===== src/rtl/prog_delay_line_if.sv =====
// Sample stream bundle for prog_delay_line: input strobe/data/delay and registered delayed output.
interface prog_delay_line_if #(
  parameter int unsigned BITSIZE   = 8,
  parameter int unsigned CHANNELS  = 1,
  parameter int unsigned MAX_DEPTH = 16
);
  localparam int unsigned DW = $clog2(MAX_DEPTH + 1);
  localparam int unsigned XW = CHANNELS * BITSIZE;

  logic          in_valid;
  logic [XW-1:0] in_data;
  logic [DW-1:0] delay_sel;
  logic          out_valid;
  logic [XW-1:0] out_data;
  logic          out_primed;

  modport master (
    output in_valid, in_data, delay_sel,
    input  out_valid, out_data, out_primed
  );

  modport slave (
    input  in_valid, in_data, delay_sel,
    output out_valid, out_data, out_primed
  );
endinterface


===== src/rtl/prog_delay_line.sv =====
// Runtime-programmable multi-lane sample delay on a circular buffer, delay counted in accepted samples.
// Optional PROG_DELAY_FLUSH_EN adds a flush input that clears the fill history.
module prog_delay_line #(
  parameter int unsigned BITSIZE   = 8,
  parameter int unsigned CHANNELS  = 1,
  parameter int unsigned MAX_DEPTH = 16,
  parameter int unsigned DW        = $clog2(MAX_DEPTH + 1)
) (
  input logic clk,
  input logic reset,
`ifdef PROG_DELAY_FLUSH_EN
  input logic flush,
`endif
  prog_delay_line_if.slave dl
);
  localparam int unsigned PW = $clog2(MAX_DEPTH);
  localparam int unsigned SW = DW + 1;
  localparam int unsigned XW = CHANNELS * BITSIZE;

  logic [XW-1:0] mem_q [MAX_DEPTH];
  logic [PW-1:0] wr_ptr_q, wr_ptr_d;
  logic [DW-1:0] fill_q, fill_d;
  logic          out_valid_q;
  logic          out_primed_q, out_primed_d;
  logic [XW-1:0] out_data_q, out_data_d;

  logic          flush_c;
  logic [DW-1:0] de_c;
  logic [DW-1:0] fill_base_c;
  logic          primed_c;
  logic [SW-1:0] rd_raw_c;
  logic [PW-1:0] rd_addr_c;

`ifdef PROG_DELAY_FLUSH_EN
  assign flush_c = flush;
`else
  assign flush_c = 1'b0;
`endif

  // Effective delay clamp and read address; MAX_DEPTH bias keeps the sum non-negative.
  always_comb begin
    de_c = dl.delay_sel;
    if (dl.delay_sel == '0) begin
      de_c = DW'(1);
    end else if (dl.delay_sel > DW'(MAX_DEPTH)) begin
      de_c = DW'(MAX_DEPTH);
    end
    fill_base_c = flush_c ? '0 : fill_q;
    primed_c    = (SW'(fill_base_c) + SW'(1)) >= SW'(de_c);
    rd_raw_c    = SW'(wr_ptr_q) + SW'(MAX_DEPTH) + SW'(1) - SW'(de_c);
    rd_addr_c   = (rd_raw_c >= SW'(MAX_DEPTH)) ? PW'(rd_raw_c - SW'(MAX_DEPTH))
                                               : PW'(rd_raw_c);
  end

  always_comb begin
    wr_ptr_d     = wr_ptr_q;
    fill_d       = fill_base_c;
    out_data_d   = out_data_q;
    out_primed_d = out_primed_q;
    if (dl.in_valid) begin
      wr_ptr_d = (wr_ptr_q == PW'(MAX_DEPTH - 1)) ? '0 : wr_ptr_q + PW'(1);
      if (fill_base_c != DW'(MAX_DEPTH)) begin
        fill_d = fill_base_c + DW'(1);
      end
      out_primed_d = primed_c;
      // De=1 reads the entry being written this cycle, so bypass the buffer.
      if (!primed_c) begin
        out_data_d = '0;
      end else if (de_c == DW'(1)) begin
        out_data_d = dl.in_data;
      end else begin
        out_data_d = mem_q[rd_addr_c];
      end
    end
  end

  always_ff @(posedge clk) begin
    if (reset) begin
      wr_ptr_q     <= '0;
      fill_q       <= '0;
      out_valid_q  <= 1'b0;
      out_data_q   <= '0;
      out_primed_q <= 1'b0;
    end else begin
      wr_ptr_q     <= wr_ptr_d;
      fill_q       <= fill_d;
      out_valid_q  <= dl.in_valid;
      out_data_q   <= out_data_d;
      out_primed_q <= out_primed_d;
    end
  end

  // Buffer storage is not reset; the fill counter masks stale entries.
  always_ff @(posedge clk) begin
    if (dl.in_valid) begin
      mem_q[wr_ptr_q] <= dl.in_data;
    end
  end

  assign dl.out_valid  = out_valid_q;
  assign dl.out_data   = out_data_q;
  assign dl.out_primed = out_primed_q;
endmodule


===== src/flat_wrapper.sv =====
// flat-port wrapper written by rule: the top's interface ports become plain ports
module prog_delay_line_flat 
#(
  parameter int unsigned BITSIZE   = 8,
  parameter int unsigned CHANNELS  = 1,
  parameter int unsigned MAX_DEPTH = 16,
  parameter int unsigned DW        = $clog2(MAX_DEPTH + 1)
)
  (clk, reset, dl_in_valid, dl_in_data, dl_delay_sel, dl_out_valid, dl_out_data, dl_out_primed);
  prog_delay_line_if #(.BITSIZE(BITSIZE), .CHANNELS(CHANNELS), .MAX_DEPTH(MAX_DEPTH)) dl_i ();
  input logic clk;
  input logic reset;
  input wire logic [$bits(dl_i.in_valid)-1:0] dl_in_valid;
  input wire logic [$bits(dl_i.in_data)-1:0] dl_in_data;
  input wire logic [$bits(dl_i.delay_sel)-1:0] dl_delay_sel;
  output wire logic [$bits(dl_i.out_valid)-1:0] dl_out_valid;
  output wire logic [$bits(dl_i.out_data)-1:0] dl_out_data;
  output wire logic [$bits(dl_i.out_primed)-1:0] dl_out_primed;
  assign dl_i.in_valid = dl_in_valid;
  assign dl_i.in_data = dl_in_data;
  assign dl_i.delay_sel = dl_delay_sel;
  assign dl_out_valid = dl_i.out_valid;
  assign dl_out_data = dl_i.out_data;
  assign dl_out_primed = dl_i.out_primed;
  prog_delay_line #(.BITSIZE(BITSIZE), .CHANNELS(CHANNELS), .MAX_DEPTH(MAX_DEPTH), .DW(DW)) u_core (.clk(clk), .reset(reset), .dl(dl_i));
endmodule

===== config.mk =====
export PLATFORM = sky130hd
export DESIGN_NAME = prog_delay_line_flat
export DESIGN_NICKNAME = d
export VERILOG_FILES = /design/src/rtl/prog_delay_line_if.sv /design/src/rtl/prog_delay_line.sv /design/src/flat_wrapper.sv
export SDC_FILE = /design/constraint.sdc
export NUM_CORES = 1
export LEC_CHECK = 0
export CORE_ASPECT_RATIO = 0.5
export CORE_MARGIN = 3
export CORE_UTILIZATION = 60
export DETAILED_ROUTE_END_ITERATION = 8
export PLACE_DENSITY = 0.75
export SETUP_SLACK_MARGIN = 0.15
export SLEW_MARGIN = 20
export SYNTH_ARGS = -nofsm -noshare
export SYNTH_HDL_FRONTEND = slang
export SYNTH_SLANG_ARGS = --single-unit

===== constraint.sdc =====
create_clock -name clk -period 3.52 [get_ports clk]
set_clock_uncertainty 0.15 [all_clocks]
set_input_delay 0.704 -clock clk [delete_from_list [all_inputs] [get_ports clk]]
set_output_delay 0.704 -clock clk [all_outputs]
set_load 0.01 [all_outputs]

### Word level (Yosys, flattened, before mapping)

Memory sizes are Yosys's and may differ from the RTL's.
Index checks and enable logic that the tools add are counted.
Widths: inputs -> output; s select.

* bits in registers: 19
* RAM bits: 128
* input port bits: 16
* output and inout bits: 10
* logic and storage cells: 29
* memories kept: 1

* add/sub/neg operators: 7
* $lt $le $gt $ge: 3
* eq/ne operators: 3
* mux-type cells: 8
* reductions and logical operators: 2

Memories
* u_core.mem_q: words 16, bits a word 8, rd ports 1, clocked after Yosys merged registers in 0, write ports 1, line prog_delay_line.sv:20 `logic [XW-1:0] mem_q [MAX_DEPTH];`

Operator list (number)
* $mux 8: 2
* $mux 5: 2
* $mux 4: 2
* $add 4x5->6 const B: 1
* $add 5x1->6 const B: 1
* $add 6x1->6 const B: 1
* $ge 6x5->1: 1
* $ge 6x5->1 const B: 1
* $sub 6x5->6: 1
* $add 5x1->5 const B: 1
* $eq 5x1->1 const B: 1
* $gt 5x5->1 const B: 1
* $logic_not 5->1: 1
* $ne 5x5->1 const B: 1
* $add 4x1->4 const B: 1
* $eq 4x4->1 const B: 1
* $sub 4x1->4 const B: 1
* $mux 1: 2
* $reduce_and 2->1: 1

### Depth between registers and ports, before layout

An unclocked memory read counts as a cell.

* depth in word-level cells: 9
* gate-level depth with buffers: 14
* depth with buffers taken out: 13

### Worst setup path after synthesis

No wires, ideal clock.

* kind: input to register
* from: input port dl_delay_sel[1]
* to: register u_core.out_data_q[4], in the netlist u_core.dl.out_data[4]
* library setup time: 0.128 ns
* arrival: 3.040 ns
* required time: 3.242 ns
* path slack: 0.202 ns
* cell stages on the path: 13
* buffers on the path: 1
* path through: nor4_2 -> a21o_1 -> inv_1 -> ha_1 -> ha_1 -> inv_1 -> fa_1 -> xnor2_1 -> xnor3_1 -> buf_4 -> and3_1 -> a211oi_2 -> o211ai_1

* cells in the longest elaborated chain, start to end: 9
* elaborated cells between the ends (all ways): 13
* classes of those cells: add/sub (2); order compare (3); eq/ne (1); mux (5); reduce/logical (1); memory (1)

Ends and longest elaborated chain
* start, declared: line flat_wrapper.sv:15 `input wire logic [$bits(dl_i.delay_sel)-1:0] dl_delay_sel;`
* $gt 5x5->1: line prog_delay_line.sv:45 `end else if (dl.delay_sel > DW'(MAX_DEPTH)) begin`
* $mux 5: line prog_delay_line.sv:45
* $mux 5 *: line prog_delay_line.sv:43 `if (dl.delay_sel == '0) begin`
* $sub 6x5->6: line prog_delay_line.sv:50 `rd_raw_c = SW'(wr_ptr_q) + SW'(MAX_DEPTH) + SW'(1) - SW'(de_c);`
* $ge 6x5->1 / $sub 4x1->4 (equally long branches): line prog_delay_line.sv:51 `rd_addr_c = (rd_raw_c >= SW'(MAX_DEPTH)) ? PW'(rd_raw_c - SW'(MAX_DEPTH))`
* $mux 4: line prog_delay_line.sv:51
* $mem_v2 16x8
* $mux 8: line prog_delay_line.sv:69 `end else if (de_c == DW'(1)) begin`
* $mux 8 *: line prog_delay_line.sv:67 `if (!primed_c) begin`
* end signal, assigned: line prog_delay_line.sv:88 `out_data_q <= out_data_d;`
* end, declared: line prog_delay_line.sv:25 `logic [XW-1:0] out_data_q, out_data_d;`

Every way passes the cells marked *; elsewhere a longest branch is shown, timed or not.
A chain may end at the register's enable or synchronous reset.

### Worst setup path in the final report

* from: input port dl_delay_sel[0]
* to: register u_core.out_data_q[3], in the netlist u_core.dl.out_data[3]

Same word-level chain as after synthesis.

==> impl_summary.txt <==
----------------------------------------------------
[Placement]
  Final estimated routing congestion in global placement ... 0.8294
  Pre-CTS setup slack ... -0.4251 ns
  Number of buffers added on ports ... 25
  Detail Placement HPWL ... 8629 um
  Placed Cells ... 524
  Placed Instance Area ... 0.006686 mm^2

[Hold path]
  Hold path endpoint ... u_core.dl.out_data[6]
  Hold Path Cell Cnt ... 2
  Classification of the worst-slack hold path ... reg -> reg
  Startpoint of the most critical hold path ... u_core.dl.out_data[6]

[Route]
  Wire length after detailed routing ... 13120 um
  Via count of the routed design ... 3515
  First drt pass iteration count ... 5
  Post-DR wirelength/cell ... 23.47 um
  Count of unresolved DRC violations after routing ... 0
  Vias per cell ... 6.288
  Number of routed nets with antenna violations ... 0
  Count of routing violations after the opening detailed-route iteration ... 396

[Global routing]
  Sum of overflow across all layers after global routing ... 0
  Vias in the first global route ... 3579
  Initial antenna violation count ... 0
  Maximum number of pins on one net before global-route repair ... 27
  GR Util All Layers ... 24.78%
  Wire length of the first global-routing pass ... 20810 um

[CTS]
  CTS buffer count ... 17
  Root Driver ... clkbuf_16
  TritonCTS clock tree ... yes
  Clk sink count ... 147
  Worst-skew pair later-pin latency ... 0.42 ns
  Depth of the CTS H-tree ... 4
  Number of buffers added to fix hold violations after cts ... 0
  Max Root-Sink Buffers ... 2
  Clock transition at the registers of the reported paths ... 0.06 ns

[Pwr]
  Power, Total ... 0.004217 W
  Worst vdd rail ir drop ... 0.0004305 V
  Leakage power ... 2.579 nW
  Pwr/cell area ... 574.5 mW/mm^2

[Floorplanning]
  Starting density of the core ... 63.86%
  Floorplan core area ... 0.009759 mm^2
  Horizontal die dimension ... 150.1 um
  Full die area ... 0.01172 mm^2
  Floorplan die height ... 78.07 um
  Std cell rows ... 25
  # IOs ... 26

[Final layout]
  Area added between synthesis and finish ... 17.77%
  Multi-input gate area ... 0.001879 mm^2
  Number of filler instances in the final layout ... 565
  Post-layout net count ... 443
  Finished layout cell area ... 0.007340 mm^2
  Register Area ... 0.004224 mm^2
  Commonest cells after routing, fill and taps aside ... edfxtp_1 (128), mux4_2 (25), nand2_1 (24)
  Leading cell type in the layout, fill and taps excluded ... edfxtp_1
  Number of non-filler instances in the completed layout ... 559
  Antenna diode count ... 0
  Share of cells above drive strength 1 ... 21.23%

[Timing]
  Highest clock rate ... 324.3 MHz
  Final hold violation count ... 0
  Number of pins exceeding their max-slew limit in the final report ... 0
  Final setup violating endpoints ... 0
  Crit share post-route ... 87.61%
  Unrepaired setup endpoints after global routing ... no
  Min setup slack post-route ... 0.4362 ns
  Time the final worst path needs with I/O delays and setup ... 3.084 ns
  Actual transition at the worst max-transition pin ... 0.7781 ns
  Max_slew headroom ... 47.96%

[Outcome]
  Outcome ... complete, no violations

[Synthesis]
  Largest area contributor in the synthesized netlist ... edfxtp_1
  Number of instances in the synthesized netlist ... 363
  Yosys top cell area share ... 61.67%
  Share of the yosys chip area belonging to registers ... 67.78%
  Netlist area before placement ... 0.006232 mm^2
  Mean Syn Cell Area ... 17.17 um^2
  Synthesis-stage register bit count ... 147
  Number of flops mapped to enable cells by yosys ... 128
  Syn Nets ... 395
  YS warnings ... 0
  Yosys cell types ... 41
  Synth area leaders ... edfxtp_1 (62%), mux4_2 (9.0%), dfxtp_1 (6.1%), ha_1 (3.0%), mux4_1 (3.0%)
  Proportion of register bits with asynchronous set or reset after synthesis ... 0%
  Synth Flop Type ... edfxtp_1

[Worst setup path]
  Critical path required time ... 3.65 ns
  Category of the most critical setup path ... in -> reg
  Element type at the critical path start ... primary input
  Crit path max fanout ... 8
  Startpoint of the most critical register-to-register path ... u_core.wr_ptr_q[1]
  CP startpoint ... dl_delay_sel[0]
  Reg2reg path depth ... 12
  Type of destination of the critical path ... flip-flop
  CP Data Arrival Time ... 3.21 ns
  Capturing point of the worst reg2reg path ... u_core.dl.out_data[3]
  Reg-to-reg setup timing slack ... 0.63 ns

[Flow run]
  # Max-Cap Violations ... 0

----------------------------------------------------
[routing by layer]
metal | vias to the layer above | track usage, % | wire length (um)
met5 | - | 0 | 0
met2 | 193 | 36.47 | 6010
met1 | 1766 | 36.07 | 5625
met3 | 20 | 7.843 | 1260
met4 | 0 | 7.664 | 221
li1 | 1536 | - | -
[cell usage after synthesis (all sizes together) (2+ instances only)]
library cell  number
a21oi             11
ha                15
mux4              32
a21o               2
xnor2              3
buf               10
o21ai              2
clkbuf             6
nand4              8
nor2b              3
dfxtp             19
inv               11
xor2               5
edfxtp           128
and3              10
o211ai             9
a211oi            11
nor2              12
or2b               2
and2              16
nand2             24
nand3              3
nand2b             9
[worst max-delay path by stage]
stage                                        to  cells past startpoint
after floorplan           u_core.dl.out_data[4]                     13
after CTS                 u_core.dl.out_data[3]                     15
after detailed placement  u_core.dl.out_data[3]                     14
after global routing      u_core.dl.out_data[3]                     15
final                     u_core.dl.out_data[3]                     13
after global placement    u_core.dl.out_data[3]                     14
[registers in the layout (all words and copies together), names as in the netlist]
name	cells
u_core.dl.out_data	8
u_core.dl.out_primed	1
u_core.dl.out_valid	1
u_core.fill_base_c	5
u_core.mem_q	128
u_core.wr_ptr_q	4
[cells by family (layout without fill, tap and decap cells)]
kind of cell	after synthesis	count (layout)	share of synthesized area (%)
xor gates and xnor gates	9	9	1.486
AOI/OAI and AO/OA	40	40	4.577
adders and majority gates	16	16	3.333
buffers and inverters	27	88	2.791
and+or+nand+nor	91	91	7.890
DFF	147	147	67.78
muxes	33	33	12.15
[power breakdown]
group	internal, W	total, W	leakage, nW	switching (W)
Sequential	0.00192	0.00194	1.31	0.0000157
Clock	0.000991	0.00173	0.272	0.000740
Combinational	0.000263	0.000549	0.995	0.000285
Total	0.00318	0.00422	2.58	0.00104
[worst max-delay path, stage by stage]
cell	delay [ns]
clkdlybuf4s50_1	0.40
a21o_1	0.17
inv_1	0.06
ha_2	0.15
ha_1	0.13
inv_1	0.05
fa_2	0.35
xnor2_2	0.14
xnor3_2	0.32
buf_4	0.16
nor2b_4	0.16
a211oi_2	0.24
o211ai_1	0.17
[final cells by class]
class,count,area share (%)
repair buffers,45,6.154
well taps,135,2.301
clock inverters,15,2.029
clock buffers,17,5.796
inverters,11,0.5626
multi-input cells,189,25.61
flip-flops and latches,147,57.55
[repair_timing]
action	4_1_cts	5_1_grt
buffers inserted	0	3
endpoints found under the setup margin	8	8
pin swaps	1	5
resized for setup	5	9
[per-stage QoR]
stage / util (%) / setup TNS, ns / hold slack (ns)
after floorplan: - / 0 / 0.3507
after global placement: 68.51 / -1.839 / 0.3081
after detailed placement: 68.51 / -2.929 / 0.3081
after CTS: 74.62 / 0 / 0.3221
after global routing: 75.21 / 0 / 0.3677
final: 75.21 / 0 / 0.3222
No activity file was read; power rests on OpenSTA's default activity.
